===== src/rtl/asyn_sched_b_if.sv =====
// Scheduler bus: requester handshakes plus the shared-engine control lines.
// The master side (requesters + engine) drives req_i, eng_done and clr_err;
// the scheduler (slave side) drives everything else.
interface asyn_sched_b_if #(
  parameter int NUM_REQ = 4,
  parameter int ID_W    = 2
);
  logic [NUM_REQ-1:0] req_i;
  logic [NUM_REQ-1:0] ack_o;
  logic               eng_start;
  logic [ID_W-1:0]    eng_sel;
  logic               eng_done;
  logic               busy;
  logic               err_timeout;
  logic               clr_err;

  modport master (
    output req_i, eng_done, clr_err,
    input  ack_o, eng_start, eng_sel, busy, err_timeout
  );

  modport slave (
    input  req_i, eng_done, clr_err,
    output ack_o, eng_start, eng_sel, busy, err_timeout
  );
endinterface


===== src/rtl/asyn_sched_b.sv =====
// asyn_sched_b: clock-B scheduler sharing one compute engine between NUM_REQ
// 4-phase requesters. One job in flight, watchdog on engine completion,
// sticky timeout flag. Arbitration is round-robin by default; defining
// ASYN_SCHED_FIXED_PRIO_EN selects fixed lowest-index priority and removes
// the round-robin pointer.
module asyn_sched_b #(
  parameter int NUM_REQ     = 4,
  parameter int ID_W        = 2,
  parameter int TIMEOUT_CYC = 64,
  parameter int CNT_W       = 8
) (
  input logic           clk_B,
  input logic           rst_B,
  asyn_sched_b_if.slave bus
);
  localparam int PAD_W = 2**ID_W;

  typedef enum logic {IDLE = 1'b0, RUN = 1'b1} state_t;

  state_t             state;
  logic [CNT_W-1:0]   count;
  logic [PAD_W-1:0]   elig_pad;
  logic [PAD_W-1:0]   sel_oh;
  logic [ID_W-1:0]    winner;
  logic [ID_W-1:0]    idx;
  logic               any_elig;
  logic               done_ok;
  logic               tmo_hit;
  logic               finish;
  logic               tmo_err;
  logic [NUM_REQ-1:0] ack_set;
`ifndef ASYN_SCHED_FIXED_PRIO_EN
  logic [ID_W-1:0]    ptr;
`endif

  // Eligibility and one-hot of the served index, padded to 2**ID_W so that
  // ID_W-wide indices always land inside the vector.
  always_comb begin
    elig_pad = PAD_W'(bus.req_i & ~bus.ack_o);
    sel_oh   = '0;
    sel_oh[bus.eng_sel] = 1'b1;
  end

  // Winner search: first eligible index upward from the pointer (or from 0).
  always_comb begin
    winner   = '0;
    any_elig = 1'b0;
    idx      = '0;
    for (int unsigned k = 0; k < NUM_REQ; k++) begin
`ifdef ASYN_SCHED_FIXED_PRIO_EN
      idx = ID_W'(k);
`else
      idx = ID_W'((32'(ptr) + k) % 32'(NUM_REQ));
`endif
      if (!any_elig && elig_pad[idx]) begin
        any_elig = 1'b1;
        winner   = idx;
      end
    end
  end

  // Job completion: eng_done (not in the start cycle) or watchdog expiry.
  // A done pulse in the expiry cycle counts as a normal completion.
  always_comb begin
    done_ok = (state == RUN) && !bus.eng_start && bus.eng_done;
    tmo_hit = (state == RUN) && (count == CNT_W'(TIMEOUT_CYC));
    finish  = done_ok || tmo_hit;
    tmo_err = tmo_hit && !done_ok;
    ack_set = finish ? (NUM_REQ'(sel_oh) & bus.req_i) : '0;
  end

  // Scheduler FSM: IDLE arbitrates, RUN waits for completion or timeout.
  always_ff @(posedge clk_B) begin
    if (rst_B) begin
      state         <= IDLE;
      bus.eng_start <= 1'b0;
      bus.eng_sel   <= '0;
      bus.busy      <= 1'b0;
      count         <= '0;
`ifndef ASYN_SCHED_FIXED_PRIO_EN
      ptr           <= '0;
`endif
    end else begin
      bus.eng_start <= 1'b0;
      case (state)
        IDLE: begin
          if (any_elig) begin
            state         <= RUN;
            bus.eng_start <= 1'b1;
            bus.eng_sel   <= winner;
            bus.busy      <= 1'b1;
            count         <= '0;
          end
        end
        RUN: begin
          count <= count + 1'b1;
          if (finish) begin
            state    <= IDLE;
            bus.busy <= 1'b0;
`ifndef ASYN_SCHED_FIXED_PRIO_EN
            ptr      <= (bus.eng_sel == ID_W'(NUM_REQ - 1)) ? '0 : bus.eng_sel + 1'b1;
`endif
          end
        end
        default: state <= IDLE;
      endcase
    end
  end

  // Acks: set on completion while the request is still up, cleared once the
  // request is seen low; sticky timeout flag where set beats clear.
  always_ff @(posedge clk_B) begin
    if (rst_B) begin
      bus.ack_o       <= '0;
      bus.err_timeout <= 1'b0;
    end else begin
      bus.ack_o <= (bus.ack_o & bus.req_i) | ack_set;
      if (tmo_err)
        bus.err_timeout <= 1'b1;
      else if (bus.clr_err)
        bus.err_timeout <= 1'b0;
    end
  end
endmodule


===== src/flat_wrapper.sv =====
// flat-port wrapper written by rule: the top's interface ports become plain ports
module asyn_sched_b_flat 
#(
  parameter int NUM_REQ     = 4,
  parameter int ID_W        = 2,
  parameter int TIMEOUT_CYC = 64,
  parameter int CNT_W       = 8
)
  (clk_B, rst_B, bus_req_i, bus_eng_done, bus_clr_err, bus_ack_o, bus_eng_start, bus_eng_sel, bus_busy, bus_err_timeout);
  asyn_sched_b_if #(.NUM_REQ(NUM_REQ), .ID_W(ID_W)) bus_i ();
  input logic clk_B;
  input logic rst_B;
  input wire logic [$bits(bus_i.req_i)-1:0] bus_req_i;
  input wire logic [$bits(bus_i.eng_done)-1:0] bus_eng_done;
  input wire logic [$bits(bus_i.clr_err)-1:0] bus_clr_err;
  output wire logic [$bits(bus_i.ack_o)-1:0] bus_ack_o;
  output wire logic [$bits(bus_i.eng_start)-1:0] bus_eng_start;
  output wire logic [$bits(bus_i.eng_sel)-1:0] bus_eng_sel;
  output wire logic [$bits(bus_i.busy)-1:0] bus_busy;
  output wire logic [$bits(bus_i.err_timeout)-1:0] bus_err_timeout;
  assign bus_i.req_i = bus_req_i;
  assign bus_i.eng_done = bus_eng_done;
  assign bus_i.clr_err = bus_clr_err;
  assign bus_ack_o = bus_i.ack_o;
  assign bus_eng_start = bus_i.eng_start;
  assign bus_eng_sel = bus_i.eng_sel;
  assign bus_busy = bus_i.busy;
  assign bus_err_timeout = bus_i.err_timeout;
  asyn_sched_b #(.NUM_REQ(NUM_REQ), .ID_W(ID_W), .TIMEOUT_CYC(TIMEOUT_CYC), .CNT_W(CNT_W)) u_core (.clk_B(clk_B), .rst_B(rst_B), .bus(bus_i));
endmodule

===== config.mk =====
export PLATFORM = sky130hd
export DESIGN_NAME = asyn_sched_b_flat
export DESIGN_NICKNAME = d
export VERILOG_FILES = /design/src/rtl/asyn_sched_b_if.sv /design/src/rtl/asyn_sched_b.sv /design/src/flat_wrapper.sv
export SDC_FILE = /design/constraint.sdc
export NUM_CORES = 1
export LEC_CHECK = 0
export ABC_AREA = 0
export CORE_UTILIZATION = 46
export DETAILED_ROUTE_END_ITERATION = 10
export PLACE_DENSITY = 0.8
export SLEW_MARGIN = 15
export SYNTH_ARGS = -nofsm -noshare
export SYNTH_HDL_FRONTEND = slang
export SYNTH_SLANG_ARGS = --single-unit

===== constraint.sdc =====
create_clock -name clk_B -period 1.4 [get_ports clk_B]
set_input_delay 0.28 -clock clk_B [delete_from_list [all_inputs] [get_ports clk_B]]
set_output_delay 0.28 -clock clk_B [all_outputs]
set_load 0.03 [all_outputs]

==> results of run 1 <==
[timing repair]
item | CTS | global route
setup buffers | 0 | 1
setup endpoints to repair | 16 | 15
resized for setup | 9 | 14
pin swaps | 3 | 0
[routing by layer]
layer / vias to the layer above / wire [um] / track usage
met5: - / 0 / 0
met4: 0 / 14 / 0.0686
met3: 2 / 103 / 0.0409
met2: 32 / 1000 / 0.324
met1: 423 / 1110 / 0.266
li1: 458 / - / -
[layout by cell type, fill, tap and decap left out, drive strengths merged]
cell type / netlist / routed
clkdlybuf4s50: 0 / 7
nand3: 4 / 4
clkdlybuf4s15: 0 / 2
or2: 2 / 2
nor3: 2 / 2
a41o: 1 / 1
o221ai: 2 / 2
clkbuf: 3 / 5
ha: 6 / 6
and4: 2 / 2
a21oi: 14 / 14
o211ai: 2 / 2
a311oi: 2 / 2
nand2b: 7 / 7
dfxtp: 20 / 20
o21ai: 2 / 2
buf: 0 / 14
nor3b: 5 / 5
inv: 5 / 5
xnor2: 1 / 1
nor2b: 4 / 4
or3: 1 / 1
a21o: 1 / 1
nand2: 6 / 6
nand4b: 1 / 1
mux2i: 2 / 2
nand4: 1 / 1
nor2: 8 / 8
or4: 1 / 1
nand3b: 3 / 3
a221o: 2 / 2
dlygate4sd2: 0 / 6
[final timing paths]
| kind | from | endpoint | slack, ns | cells after the start |
|---|---|---|---|---|
| min | u_core.count[1] | u_core.count[1] | 0.52 | 2 |
| max reg2reg | u_core.count[7] | u_core.state | -0.13 | 5 |
| min reg2reg | u_core.count[1] | u_core.count[1] | 0.52 | 2 |
| max | u_core.count[7] | u_core.state | -0.13 | 5 |
[where the power goes]
| part | switching, mW | leakage (nW) | internal (mW) | total [mW] |
|---|---|---|---|---|
| sequential | 0.0171 | 0.164 | 0.588 | 0.605 |
| clock | 0.178 | 0.0210 | 0.158 | 0.336 |
| combinational | 0.0991 | 0.338 | 0.0909 | 0.190 |
| total | 0.294 | 0.523 | 0.837 | 1.13 |
[registers in the layout, summed over array words and instances, names as in the netlist]
register                cells
u_core.bus.busy             1
u_core.bus.eng_sel          2
u_core.state                1
u_core.bus.eng_start        1
u_core.bus.err_timeout      1
u_core.bus.ack_o            4
u_core.count                8
u_core.ptr                  2
[area by class of cell]
| cell class | count | area (um2) | area share |
|---|---|---|---|
| multi-input combinational | 82 | 584 | 0.434 |
| inverter | 5 | 18.8 | 0.0139 |
| timing repair buffer | 30 | 269 | 0.200 |
| tap | 27 | 33.8 | 0.0251 |
| clock buffer | 4 | 36.3 | 0.0269 |
| sequential | 20 | 405 | 0.301 |
[logic make-up after synthesis]
group	Yosys count
muxes	2
buffers and inverters	8
and+or+nand+nor	47
AOI/OAI and AO/OA	26
DFF	20
adders and majority gates	6
xor gates and xnor gates	1
[stage by stage]
stage | worst slack [ns] | cell area, um2 | util
after CTS | -0.113 | 1310 | 0.656
final | -0.126 | 1350 | 0.673
after global placement | -0.191 | 1290 | 0.643
after global routing | -0.203 | 1350 | 0.673
after floorplan | -0.0299 | 995 | -
after detailed placement | -0.220 | 1290 | 0.643
[worst max-delay path: stages, from the launching register on]
cell and delay, ns:
dfxtp_1 0.33, or4_4 0.55, o21ai_4 0.27, buf_4 0.17
buf_6 0.08, nor3b_1 0.03
==> summary by stage, run 1 <==
Global routing
Global routing finished with a remaining overflow of 0. The wire length of the first global-routing pass is roughly 3700 um. The global-route total usage across every layer is 0.200. The pin count of the biggest net entering global routing is 21. The initial antenna violation count came to 0.

The number of global-route vias before repair was about 900.

Synthesis
The summed instance area of the synthesized netlist is 993 um2. By count the netlist is led by dfxtp_1 (20), a21oi_1 (14), nor2_1 (8), nand2b_1 (7). The post-synthesis register bit count is 20. By area the synthesized netlist is led by dfxtp_1 (40%), ha_1 (7.6%), a21oi_1 (7.1%), nand2b_1 (4.4%), nor3b_1 (3.8%). Of the total synthesized cell area, the portion taken by AND, OR, NAND and NOR gates is 0.282. The most used flip-flop cell after synthesis is dfxtp_1. After synthesis, the share of cell area in mux cells is 0.0202.

The total number of yosys warnings is 0. dfxtp_1 is the most common cell in the netlist. The largest area contributor in the synthesized netlist is dfxtp_1. Of the total synthesized cell area, the portion taken by full adders, half adders and majority gates is 0.0756. Synthesis produced a netlist whose cell count is 110.

Synthesis instantiated 30 different standard cells from the library. The number of nets in the synthesized netlist is around 120. After synthesis, the largest family of logic cells by area is simple AND/OR/NAND/NOR gates. The number of enable flip-flop cells after synthesis is 0. Of all flip-flops after synthesis, the portion carrying an async set or reset was 0. Of the total synthesized cell area, the portion taken by XOR and XNOR cells is 0.00882.

For this run, the register share of the synthesized area comes to 0.403. Of the post-synthesis cell area, the dominant cell type holds 0.403. The compound-cell area share of the yosys netlist is 0.180. The average footprint of a synthesized cell is approximately 9.0 um2.

Worst setup path
The critical path in this run is classified as register to register. Data on the critical path arrives at its endpoint at between 1.5 and 2 ns. The largest driver fanout on the critical path is 7.

The endpoint class of the critical path is a register. The type of origin of the critical path is a register. Data on the critical path is required at its endpoint by 1.60 ns.

Timing
The setup slack of the critical path after layout is -0.126 ns. The tightest hold path in the finished design has a slack of just over 0.5 ns. The period utilization is 1.09. The worst max-slew margin expressed relative to the limit is 0.793. The final-report hold violation count was 0. Summed over all failing endpoints, the final setup total negative slack is -0.706 ns.

The shortest period the worst path allows is 1.53 ns. The final number of max-transition violations is 0. Setup repair after global routing could not meet its margin everywhere.

The final count of negative-setup-slack endpoints is 7. The transition time at the pin with the least slew margin is roughly 0.31 ns. The achievable clock frequency is between 600 and 700 MHz. The final clock skew is 0.00333 ns.

Clock network
Clock-pin slew was measured on the worst setup and hold paths at roughly 0.11 ns. In this run, post-CTS hold repair placed 0 buffers. CTS built an H-tree with a depth of 1. The clock tree buffer depth is 2.

The sink count of the clock tree is 20. The total CTS buffers is 3. The later pin in the worst-skew pair is clocked with a latency of 0.29 ns. The TritonCTS clock tree is yes. Clock tree synthesis selected as its root buffer the cell clkbuf_4.

Drt
The final wirelength is approximately 2200 um. Dividing the detail-routed via count by the number of cells gives about 5.4. The total via count after detailed routing is about 920. The first detailed-routing pass took 4 iterations. For this block, the initial DRC count from the detailed router was 36. The number of antenna-violating nets in the routed design is 0. After detailed routing, the average wire length per cell comes to 13.3 um. For this run, design rule violations remaining after detail routing come to 0.

Placement
The routability-driven placement congestion ratio is roughly 0.83. The total instance count after detailed placement is roughly 160. The count of buffers from port buffering is 16. The estimated wirelength of the detail-placed design is ~1600 um.

Finish
In the final layout, the share of cells above drive strength 1 is 0.227. Counting the fill cells in the layout gives around 160. 0 antenna diodes ended up in the layout. The number of standard cells in the layout, taps in and fillers out is about 170. The area overhead of the layout relative to synthesis is 35.6%. At the end of the flow, the number of nets in the layout was ~160.

Status
The final reports fail on negative setup slack. The flow ran to the end, but the final reports show violations.

Floorplan
The floorplan has 16 rows. The initial utilization of the core area, before any placement, comes to 0.496. The number of ports placed on the die boundary is 17. The core outline area is 2000 um2. The area of the die is 2350 um2. The horizontal extent of the die is 48.5 um.

The die span in y is 48.5 um.

Power and ir drop
Summed over all cells, the static leakage comes to between 0.5 and 0.6 nW. The power per unit of standard cell area is between 800 and 900 nW/um2. Power comes to roughly 1.1 mW.

IR analysis of the VDD net gives a maximum drop of between 500 and 600 uV.

Flow run
Across the run, the number of max-cap violations was 0.

Worst hold path
The worst hold path class is register to register.
(Power assumes the default switching activity.)
==> run 2, diff against run 1 <==
CTS_CLUSTER_SIZE = 40   (was default)
==> results of run 2 <==
The final DEF is identical to that of run 1; final timing and power are the same.
==> run 3, diff against run 2 <==
MAX_ROUTING_LAYER = met4   (was default)
==> summary by stage, run 3 (synthesis gave the netlist of run 1 again) <==
Drt
The amount of wire on met2 after detailed routing is 998 um (-0.50%). The count of unresolved DRC violations after routing is 0 (unchanged). The final wirelength came to 2230 um (+0.13%). The length of routed met3 wiring came to 120 um (+17%). The mean number of vias per cell is 5.48 (+0.66%).

The routed length per instance is 13.3 um (+0.13%). The number of antenna-violating nets in the routed design is 0 (unchanged). The total via count after detailed routing was 921 (+0.66%). The uppermost metal layer occupied by signal nets is met4.

The total iterations of the first detailed-routing run is 4 (unchanged). The total routed wire length on the met1 layer was 1100 um (-0.72%). The count of routing violations after the opening detailed-route iteration is 36 (unchanged).

Clock network
The total CTS buffers was 3 (unchanged). The buffer type at the clock tree root is clkbuf_4. The sink count of the clock tree is 20 (unchanged). The clock tree buffer depth is 2 (unchanged). The clock latency on the worst-skew pair is 0.30 ns (about the same). The clock transition at the registers of the reported paths is 0.11 ns (about the same).

The number of buffers added to fix hold violations after cts came to 0 (unchanged). The number of H-tree levels is 1 (unchanged). TritonCTS built the clock tree.

Finish
Counting flops per register, the top entry is u_core.count. The commonest non-fill, non-tap cell in the layout is dfxtp_1. The share of post-route cells with drive strength above 1 is 0.227 (unchanged). The post-layout instance area is 1350 um2 (unchanged). The flip-flop count of the largest register after layout was 8 (unchanged).

In the layout the commonest cells are dfxtp_1 (16), a21oi_1 (14), buf_4 (12). The number of diodes added for antenna fixing is 0 (unchanged). The count of fill cells added during filler insertion was 163 (unchanged). The total number of nets in the final design came to 156 (unchanged). The area overhead of the layout relative to synthesis is 35.6% (unchanged). The largest registers in the layout are u_core.count (8), u_core.bus.ack_o (4).

Worst setup path
The critical path in this run is classified as register to register. The buffer and inverter count on the worst path is 2 (unchanged). The source of the critical timing path is u_core.count[7]. The reg-to-reg startpoint is u_core.count[7].

Among all stages on the critical path, the largest delay is contributed by or4_4. The worst-case register-to-register setup slack is -0.13 ns (about the same). The type of origin of the critical path is a register. The number of cells on the worst reg-to-reg path is 5 (unchanged).

The worst path arrival time is 1.73 ns (about the same). The required time of the critical path is 1.60 ns (about the same). Among cell families on the critical path, the largest total delay comes from simple AND/OR/NAND/NOR gates. The largest driver fanout on the critical path is 7 (unchanged). The signal on the critical path passes through or4_4 -> o21ai_4 -> buf_4 -> buf_6 -> nor3b_1. The endpoint class of the critical path is a register. The count of cell instances traversed by the critical path is 5 (unchanged). The longest individual stage delay on the worst path is 0.55 ns (about the same). The capturing point of the worst reg2reg path is u_core.state. The capturing element of the worst setup path is u_core.state.

Timing
The final count of negative-setup-slack endpoints is 7 (unchanged). The final-report hold violation count is 0 (unchanged). The final number of max-transition violations is 0 (unchanged). The sum of negative setup slack is -0.714 ns (-0.00837 ns). The period utilization is 1.09 (+0.00164). The final clock skew is 0.00424 ns (+0.000905 ns). The achievable clock frequency is 654 MHz (-0.15%).

The shortest period the worst path allows is 1.53 ns (+0.00230 ns). The worst max-slew margin expressed relative to the limit is 0.793 (about the same). Setup repair after global routing could not meet its margin everywhere.

The transition time at the pin with the least slew margin was 0.311 ns (+0.0000713 ns). The setup slack of the critical path after layout is -0.128 ns (-0.00230 ns).

Placement
The count of buffers from port buffering is 16 (unchanged). The routability-driven placement congestion ratio is 0.841 (+1.5%). The estimated wirelength of the detail-placed design came to 1610 um (unchanged).

The standard cell area after detailed placement was 1290 um2 (unchanged).

Global routing
The total congestion overflow after global routing is 0 (unchanged). The global-route total usage across every layer is 0.206 (+0.00578). The number of global-route vias before repair is 889 (unchanged).

The initial antenna violation count came to 0 (unchanged). The wire length of the first global-routing pass is 3740 um (unchanged). The pin count of the biggest net entering global routing was 21 (unchanged).

Power and ir drop
The power per unit of standard cell area is 840 nW/um2 (about the same). The sum of internal, switching and leakage power was 1.13 mW (about the same). The sequential cell fraction of total power came to 0.534 (about the same).

The fraction of power consumed by the clock network came to 0.298 (about the same). The fraction of power spent switching nets is 0.261 (+0.000678). The largest voltage drop on the vdd net is 520 uV (about the same).

The internal power consumption came to 0.837 mW (about the same). The reported leakage power was 0.523 nW (unchanged). The combinational share of power is 0.168 (about the same).

The switching power is 0.295 mW (+0.35%).

Status
The flow ran to the end, but the final reports show violations. The checks that failed: negative setup slack.

Floorplan
The horizontal extent of the die is 48.5 um (unchanged). The core outline area is 2000 um2 (unchanged). The area of the die is 2350 um2 (unchanged). The number of ports placed on the die boundary is 17 (unchanged). The die span in y is 48.5 um (unchanged). The total number of placement rows came to 16 (unchanged). The starting density of the core is 0.496 (unchanged).

Flow run
The max-cap check violation count is 0 (unchanged).

Worst hold path
The worst hold path belongs to the class register to register.
## run 3: cell counts in the layout (fill, tap and decap cells not counted)
No cell type changed its count.
## run 3: how the worst min path moves through the flow
| stage | from | endpoint | depth (start not counted) | slack [ns] |
|---|---|---|---|---|
| 6_report | u_core.bus.busy | u_core.bus.busy | 2 | 0.52 |
| 5_1_grt | u_core.bus.busy | u_core.bus.busy | 2 | 0.53 |
| 4_1_cts | u_core.bus.busy | u_core.bus.busy | 2 | 0.52 |
| 3_5_place_dp | u_core.count[6] | u_core.count[6] | 2 | 0.51 |
| 3_3_place_gp | u_core.count[6] | u_core.count[6] | 2 | 0.50 |
| 2_1_floorplan | bus_req_i[3] | u_core.bus.ack_o[3] | 1 | 0.45 |
## run 3: through the flow
| stage | instances | hold slack [ns] | utilization | worst slack (ns) |
|---|---|---|---|---|
| global route | 168 | 0.533 | 0.673 | -0.203 |
| global placement | 163 | 0.504 | 0.643 | -0.191 |
| CTS | 167 | 0.523 | 0.656 | -0.113 |
| floorplan | 110 | 0.446 | - | -0.0299 |
| finish | 168 | 0.517 | 0.673 | -0.128 |
| detailed placement | 163 | 0.506 | 0.643 | -0.220 |
## run 3: repair_timing
item                                    in CTS  in global routing
endpoints found under the setup margin      16                 15
resized for setup                            9                 14
pin swaps                                    3                  0
setup buffers                                0                  1
hold endpoints to repair                     0                  0
## run 3: area by class of cell
type / instances / area [um2] / area share
Clock buffer: 4 / 36.3 / 0.0269
Inverter: 5 / 18.8 / 0.0139
Multi-Input combinational cell: 82 / 584 / 0.434
Sequential cell: 20 / 405 / 0.301
Tap cell: 27 / 33.8 / 0.0251
Timing Repair Buffer: 30 / 269 / 0.200
## run 3: tightest hold or removal path, delay by kind of cell, from the launching register on
family         cells  cell delay, ns
AO/OA/AOI/OAI      2            0.16
flip-flops         1            0.33
## run 3: routing by layer
metal,global-route usage,vias to the layer above
met2,0.324,42
li1,-,458
met1,0.266,419
met4,0.0686,0
met3,0.0409,2
met5,-,-
## run 3: power by group through the flow
| stage | clock network [mW] | logic, mW | registers (mW) |
|---|---|---|---|
| 5_1_grt | 0.375 | 0.205 | 0.608 |
| 3_5_place_dp | 0 | 0.187 | 0.617 |
| 3_3_place_gp | 0 | 0.182 | 0.616 |
| 6_report | 0.337 | 0.190 | 0.605 |
| 2_1_floorplan | 0 | 0.0835 | 0.635 |
| 4_1_cts | 0.349 | 0.181 | 0.604 |
